--- src/rtl/vga_pkg.sv ---
// vga_pkg: default 640x480@60 raster timing, counter/line-buffer widths and the
// per-pixel control bundle carried down the alignment pipeline.
`default_nettype none

package vga_pkg;

  localparam int H_ACTIVE_D = 640;
  localparam int H_FP_D     = 16;
  localparam int H_SYNC_D   = 96;
  localparam int H_BP_D     = 48;
  localparam int H_TOT_D    = H_ACTIVE_D + H_FP_D + H_SYNC_D + H_BP_D;

  localparam int V_ACTIVE_D = 480;
  localparam int V_FP_D     = 10;
  localparam int V_SYNC_D   = 2;
  localparam int V_BP_D     = 33;
  localparam int V_TOT_D    = V_ACTIVE_D + V_FP_D + V_SYNC_D + V_BP_D;

  localparam int LB_LAT_D   = 2;

  localparam int HCW   = 11;
  localparam int VCW   = 10;
  localparam int LB_AW = 10;
  localparam int LB_DW = 24;

  typedef struct packed {
    logic act;
    logic hs;
    logic vs;
    logic frame;
  } stage_t;

endpackage

`default_nettype wire

--- src/rtl/vga_timing.sv ---
// vga_timing: horizontal/vertical counters, enable hold and stage-0 decode of
// act/hs/vs/frame plus the registered line request toward the upstream filler.
`default_nettype none

module vga_timing
  import vga_pkg::*;
#(
  parameter int H_ACTIVE = H_ACTIVE_D,
  parameter int H_FP     = H_FP_D,
  parameter int H_SYNC   = H_SYNC_D,
  parameter int H_BP     = H_BP_D,
  parameter int V_ACTIVE = V_ACTIVE_D,
  parameter int V_FP     = V_FP_D,
  parameter int V_SYNC   = V_SYNC_D,
  parameter int V_BP     = V_BP_D
) (
  input  logic             sys_clk,
  input  logic             resetl,
  input  logic             en,
  output logic [LB_AW-1:0] pix_x,
  output stage_t           st0,
  output logic             line_req,
  output logic [VCW-1:0]   req_line
);

  localparam int H_TOT = H_ACTIVE + H_FP + H_SYNC + H_BP;
  localparam int V_TOT = V_ACTIVE + V_FP + V_SYNC + V_BP;

  localparam logic [HCW-1:0] H_LAST   = HCW'(H_TOT - 1);
  localparam logic [HCW-1:0] H_ACT    = HCW'(H_ACTIVE);
  localparam logic [HCW-1:0] HS_START = HCW'(H_ACTIVE + H_FP);
  localparam logic [HCW-1:0] HS_END   = HCW'(H_ACTIVE + H_FP + H_SYNC);
  localparam logic [VCW-1:0] V_LAST   = VCW'(V_TOT - 1);
  localparam logic [VCW-1:0] V_ACT    = VCW'(V_ACTIVE);
  localparam logic [VCW-1:0] VS_START = VCW'(V_ACTIVE + V_FP);
  localparam logic [VCW-1:0] VS_END   = VCW'(V_ACTIVE + V_FP + V_SYNC);

  logic [HCW-1:0] hcnt;
  logic [VCW-1:0] vcnt;
  logic [VCW-1:0] vcnt_inc;
  logic [VCW-1:0] next_line;
  logic           hblank;
  logic           req_now;
  logic           boot;

  always_ff @(posedge sys_clk) begin
    if (!resetl) begin
      hcnt <= '0;
      vcnt <= '0;
    end else if (en) begin
      if (hcnt == H_LAST) begin
        hcnt <= '0;
        vcnt <= (vcnt == V_LAST) ? '0 : vcnt + VCW'(1);
      end else begin
        hcnt <= hcnt + HCW'(1);
      end
    end
  end

  always_comb begin
    st0.act   = (hcnt < H_ACT) && (vcnt < V_ACT) && en;
    st0.hs    = (hcnt >= HS_START) && (hcnt < HS_END);
    st0.vs    = (vcnt >= VS_START) && (vcnt < VS_END);
    st0.frame = (hcnt == '0) && (vcnt == '0) && en;
    pix_x     = hcnt[LB_AW-1:0];
    vcnt_inc  = vcnt + VCW'(1);
    next_line = (vcnt_inc < V_ACT) ? vcnt_inc : '0;
    hblank    = (hcnt == H_ACT);
    req_now   = en && (hblank || boot);
  end

  // The pulse is registered so req_line can be held stable between requests;
  // it appears one clock after hcnt==H_ACTIVE is decoded. boot asks for line 0
  // on the first enabled clock after reset.
  always_ff @(posedge sys_clk) begin
    if (!resetl) begin
      line_req <= 1'b0;
      req_line <= '0;
      boot     <= 1'b1;
    end else begin
      line_req <= req_now;
      if (req_now) begin
        req_line <= hblank ? next_line : '0;
      end
      if (en) begin
        boot <= 1'b0;
      end
    end
  end

endmodule

`default_nettype wire

--- src/rtl/vgalb_scan.sv ---
// vgalb_scan: line-buffer scan-out with VGA timing; aligns de/syncs to the
// 2-cycle buffer read. Macro VGALB_SCAN_CLEAR_EN enables clear-on-read.
`default_nettype none

module vgalb_scan
  import vga_pkg::*;
#(
  parameter int H_ACTIVE = H_ACTIVE_D,
  parameter int H_FP     = H_FP_D,
  parameter int H_SYNC   = H_SYNC_D,
  parameter int H_BP     = H_BP_D,
  parameter int V_ACTIVE = V_ACTIVE_D,
  parameter int V_FP     = V_FP_D,
  parameter int V_SYNC   = V_SYNC_D,
  parameter int V_BP     = V_BP_D,
  parameter int LB_LAT   = LB_LAT_D
) (
  input  logic             sys_clk,
  input  logic             resetl,
  input  logic             en,
  output logic [LB_AW-1:0] lb_a,
  output logic             lb_we,
  output logic [LB_DW-1:0] lb_d,
  input  logic [LB_DW-1:0] lb_q,
  output logic [LB_DW-1:0] rgb,
  output logic             hsync_n,
  output logic             vsync_n,
  output logic             de,
  output logic             line_req,
  output logic [VCW-1:0]   req_line,
  output logic             frame_start
);

  stage_t           st0;
  stage_t           pipe [LB_LAT];
  stage_t           st_out;
  logic [LB_AW-1:0] pix_x;

  vga_timing #(
    .H_ACTIVE (H_ACTIVE),
    .H_FP     (H_FP),
    .H_SYNC   (H_SYNC),
    .H_BP     (H_BP),
    .V_ACTIVE (V_ACTIVE),
    .V_FP     (V_FP),
    .V_SYNC   (V_SYNC),
    .V_BP     (V_BP)
  ) u_timing (
    .sys_clk  (sys_clk),
    .resetl   (resetl),
    .en       (en),
    .pix_x    (pix_x),
    .st0      (st0),
    .line_req (line_req),
    .req_line (req_line)
  );

  assign lb_a = st0.act ? pix_x : '0;

  // Control bits ride a pipeline exactly as deep as the buffer read, so they
  // meet the data for the pixel addressed LB_LAT clocks earlier.
  always_ff @(posedge sys_clk) begin
    if (!resetl) begin
      for (int i = 0; i < LB_LAT; i++) begin
        pipe[i] <= '0;
      end
    end else begin
      pipe[0] <= st0;
      for (int i = 1; i < LB_LAT; i++) begin
        pipe[i] <= pipe[i-1];
      end
    end
  end

  assign st_out      = pipe[LB_LAT-1];
  assign de          = st_out.act;
  assign hsync_n     = ~st_out.hs;
  assign vsync_n     = ~st_out.vs;
  assign frame_start = st_out.frame;
  assign rgb         = de ? lb_q : '0;

`ifdef VGALB_SCAN_CLEAR_EN
  // Read-before-write: the old pixel is returned while black is stored.
  assign lb_we = st0.act & resetl;
`else
  assign lb_we = 1'b0;
`endif
  assign lb_d = '0;

endmodule

`default_nettype wire

--- config.mk ---
export PLATFORM = sky130hd
export DESIGN_NAME = vgalb_scan
export DESIGN_NICKNAME = d
export VERILOG_FILES = /design/src/rtl/vga_pkg.sv /design/src/rtl/vga_timing.sv /design/src/rtl/vgalb_scan.sv
export SDC_FILE = /design/constraint.sdc
export NUM_CORES = 1
export LEC_CHECK = 0
export ABC_AREA = 0
export CAP_MARGIN = 20
export CORE_MARGIN = 2
export CORE_UTILIZATION = 46
export CTS_BUF_LIST = sky130_fd_sc_hd__clkbuf_8 sky130_fd_sc_hd__clkbuf_16
export DETAILED_ROUTE_END_ITERATION = 8
export PLACE_DENSITY_LB_ADDON = 0.08
export SYNTH_ARGS = -nofsm -noshare
export SYNTH_HDL_FRONTEND = slang
export SYNTH_SLANG_ARGS = --single-unit
--- constraint.sdc ---
create_clock -name sys_clk -period 5.32 [get_ports sys_clk]
set_clock_uncertainty 0.2 [all_clocks]
set_input_delay 1.596 -clock sys_clk [delete_from_list [all_inputs] [get_ports sys_clk]]
set_output_delay 1.596 -clock sys_clk [all_outputs]
set_load 0.1 [all_outputs]
==> Word-level counts from Yosys, hierarchy flattened <==
Memories as Yosys holds them, arrays and structs flattened.
Cells that the tools add are included.
{ "word_totals": {"memories": 1, "inputBits": 27, "mem_bits_rw": 8, "regBits": 33} }
{ "classes": {"n_mux": 10, "n_lt_le_gt_ge": 7, "reduce_logical": 11, "eq_ne": 3, "n_bitwise": 4, "addsub": 2} }
{ "memory_table": {"columns": ["name", "words", "word_bits", "read_ports", "rd_ports_with_merged_regs", "wr", "line", "source"], "rows": [
  ["pipe", 2, 4, 2, 0, 2, "vgalb_scan.sv:35", "stage_t pipe [LB_LAT];"]
]} }
{ "op_table": {"columns": ["operator", "n"], "rows": [
  ["$mux 10", 4],
  ["$lt 10x9->1 const B", 3],
  ["$mux 24", 1],
  ["$eq 11x10->1 const B", 2],
  ["$lt 11x10->1 const B", 2],
  ["$add 11x1->11 const B", 1],
  ["$ge 11x10->1 const B", 1],
  ["$logic_not 11->1", 1],
  ["$mux 11", 1],
  ["$add 10x1->10 const B", 1],
  ["$eq 10x10->1 const B", 1],
  ["$ge 10x9->1 const B", 1],
  ["$logic_not 10->1", 1],
  ["$mux 4", 2],
  ["$logic_and 1x1->1", 7],
  ["$mux 1", 2],
  ["$not 1->1", 2],
  ["$or 1x1->1", 2],
  ["$reduce_and 2->1", 1],
  ["$logic_or 1x1->1", 1]
]} }

==> Longest topological paths before layout <==
{ "depth": {"word_depth": 4, "depth_mapped": 7, "mapped_depth_nobuf": 6} }

==> Hierarchy <==
A second synthesis with hierarchy kept.
{ "hier_totals": {"cells_unflattened": 279, "area_unflattened_um2": 2414.8} }
{ "modules_own_cells": {"columns": ["module", "instances", "seq_area_each_um2", "cells_per_inst", "area_per_inst_um2"], "rows": [
  ["vga_timing", 1, 660.6, 198, 1742.9],
  ["vgalb_scan", 1, 160.2, 81, 671.9]
]} }

==> Worst setup path before layout <==
Ideal clock, no wire load.
{ "synth_path": {"path_type": "input -> output", "from": "input port en", "to": "output port lb_a[0]", "t_required_ps": 3524, "arrival_time_ps": 2878, "path_buffers": 2, "slack_ps": 646, "cell_stages": 4, "cell_sequence": "buf_4 and4_1 clkbuf_1 and2_1"} }
{ "synth_via": {"elab_chain_len": 2} }
{ "synth_rtl": {"columns": ["item", "line", "source"], "rows": [
  ["start, declared", "vgalb_scan.sv:20", "input logic en,"],
  ["$logic_and 1x1->1", "vga_timing.sv:61", "st0.act = (hcnt < H_ACT) && (vcnt < V_ACT) && en;"],
  ["$mux 10", "vgalb_scan.sv:58", "assign lb_a = st0.act ? pix_x : '0;"],
  ["end, declared", "vgalb_scan.sv:21", "output logic [LB_AW-1:0] lb_a,"]
]} }
No other way between the ends.

==> Final worst setup path <==
{ "layout_path": {"from": "input port en", "to": "output port lb_a[9]"} }
The elaborated chain is that of the path after synthesis.

==> reports/summary.txt <==
status: completed
leading area contributor after synthesis: dfxtp_1
final net count: 372
CP Cell Sequence: clkdlybuf4s50_1 > and4_1 > and2_1 > buf_12
pin count of the biggest net entering global routing: 26
WP data required: 3.52 ns
crit path launch type: input pin
Post-synth top cells: 41 x dfxtp_1, 40 x and2_1, 27 x buf_4
worst r2r src: u_timing.hcnt[0]
register area share after synthesis: 0.3456
ant diodes: 0
power density over cell area: 254.0 nW/um^2
worst hold path type: flop to flop
Synth Area in Simple Gates: 0.3377
share of cells above drive strength 1: 0.1491
final hold vios: 0
Tmin final: 4.648 ns
CTS sink cnt: 41
Clk Latency, worst-skew pair: 0.30 ns
crit end category: primary output
Synth area leaders: dfxtp_1 35%, and2_1 11%, buf_4 8.5%
WS Path Type: input pin to primary output
die area: 5753 um^2
initial antenna violation count: 0
P&R area growth vs syn: 34.40%
most frequent cell after synthesis: dfxtp_1
clk root buf: clkbuf_8
Rows: 26
CTS Hold Buffers Added: 0
Post-Synth XOR/XNOR Area: 0.06639
DR vias: 2040
critical path startpoint: en
Worst Hold Path EP: pipe[0][7]
wirelength, routed: 5.846 mm
total CTS buffers: 5
Async SR Flop Fraction: 0
WL per Instance: 14.19 um
R2R cell count: 5
VDD IR max: 0.1457 mV
Leak: 1.272 nW
hold depth: 1
Worst slew margin: 0.3380
RePlAce Congestion: 0.8892
clock tree buffer depth: 2
Port Buf Inserts: 75
mux cell area share after synthesis: 0.004215
setup_tns: 0 ns
Slew @ Worst Pin: 0.9899 ns
Core Region: 5042 um^2
number of global-route vias before repair: 1710
Worst-path clk slew: 0.08 ns
post-synthesis instance total: 279
Die Width: 75.85 um
cts repair resizes: 0
mapped cell area: 2375 um^2
Post-CTS Setup Bufs: 0
synthesis warning total: 0
initial DRC count: 100
Post-synth EDFFs: 0
RSZ-0062 raised after global routing: no
global-route wire length before repair: 8.673 mm
fmax: 0.2152 GHz
Final HPWL DP: 4.481 mm
Final Max Slew Viols: 0
register bit total from synthesis: 41
Synth top area share: 0.3456
hold wc startpoint: pipe[0][3]
Worst path slowest cell: clkdlybuf4s50_1
Arrival @ worst endpoint: 2.85 ns
Synth Area in Compound Gates: 0.08272
Syn Area/Cell: 8.512 um^2
Die Height: 75.85 um
CTS tree: built
worst reg2reg endpoint: u_timing.vcnt[9]
final worst-path cycle share: 0.8737
DRT antenna net count: 0
Post-route DRC: 0
worst-path maximum fanout: 11
ys flop type: dfxtp_1
Worst R2R Setup Slack: 3.18 ns
vias per std cell: 4.951
largest family of logic cells by synthesized area: simple AND/OR/NAND/NOR gates
CTS H-tree depth: 2
Max-Cap Viols: 0
Tot GR Track Use: 0.2024
Post-Synth Adder-Cell Area: 0.02107
synth unique cells: 46
Core Util, Final: 0.6330
Ports: 101
endpoints failing setup: 0
Congestion Overflow GR: 0
DRT Pass-1 Iters: 4
initial core utilization: 0.4710
Max stage delay on crit path: 0.48 ns
[state kept, by name, indices dropped and copies added, names as in the netlist]
name / count
pipe: 8
u_timing.line_req: 1
u_timing.req_line: 10
u_timing.vcnt: 10
u_timing.boot: 1
u_timing.hcnt: 11
[layout by cell type (no fill, tap or decap), drive strengths merged, types with 2 or more instances in the layout]
cell / netlist / routed
o31ai: 9 / 9
xnor2: 9 / 9
nand4: 8 / 8
o21ai: 5 / 5
clkdlybuf4s50: 0 / 41
dfxtp: 41 / 41
a21oi: 4 / 4
and2: 40 / 40
nand3: 24 / 24
or3: 2 / 2
ha: 4 / 4
nor2b: 2 / 2
inv: 10 / 11
xor2: 9 / 9
nand4b: 2 / 2
and4: 3 / 3
buf: 38 / 35
nor4: 3 / 3
bufinv: 0 / 2
o2bb2ai: 3 / 3
nor2: 15 / 15
nand3b: 2 / 2
nor3: 7 / 7
nor4b: 2 / 2
conb: 1 / 25
a31oi: 3 / 3
nand2: 11 / 11
and3: 4 / 4
clkbuf: 7 / 5
[layout make-up]
type / instances / area [um^2]
Fill cell: 436 / 1851
Multi-Input combinational cell: 207 / 1310
Sequential cell: 41 / 820.8
Timing Repair Buffer: 76 / 798.3
Tap cell: 70 / 87.58
Clock buffer: 5 / 68.82
Clock inverter: 3 / 68.82
Inverter: 10 / 37.54
[per-stage QoR]
stage	power, mW	setup WS [ns]	cell area [um^2]	hold WS [ns]	std cells
global placement	0.5115	0.6883	3054	0.2135	404
floorplan	0.4881	0.6458	2465	0.2119	303
detailed placement	0.5124	0.6582	3054	0.2194	404
CTS	0.8137	0.6457	3192	0.2383	412
finish	0.8107	0.6721	3192	0.2361	412
global route	0.8337	0.6048	3192	0.2514	412
[worst max path at each step]
stage                   end  slack (ns)  depth (start not counted)
floorplan           lb_a[0]        0.65                          4
global placement    lb_a[8]        0.69                          4
detailed placement  lb_a[9]        0.66                          4
CTS                 lb_a[9]        0.65                          4
global route        lb_a[3]        0.60                          4
finish              lb_a[9]        0.67                          4
[metal layers]
metal | GRT usage | routed length (um)
met1 | 0.2484 | 2488
met4 | 0.06238 | 70
met3 | 0.04762 | 483
met2 | 0.3496 | 2804
met5 | 0 | 0
[power breakdown]
group	internal, mW	switching [mW]	total, mW
registers	0.312	0.00665	0.318
logic	0.0395	0.147	0.187
clock network	0.189	0.117	0.306
total	0.540	0.271	0.811
[critical path: cells and delay by family]
family / cells / cell delay (ns)
buffers and inverters: 2 / 0.67
and+or+nand+nor: 2 / 0.58
[cell families (layout without fill, tap and decap cells)]
family          Yosys count  count (layout)
compound gates           29              29
buf+inv                  55              94
xor+xnor                 18              18
other cells               1              25
simple gates            130             130
mux                       1               1
fa+ha+maj                 4               4
flops                    41              41
(Power assumes the default switching activity.)
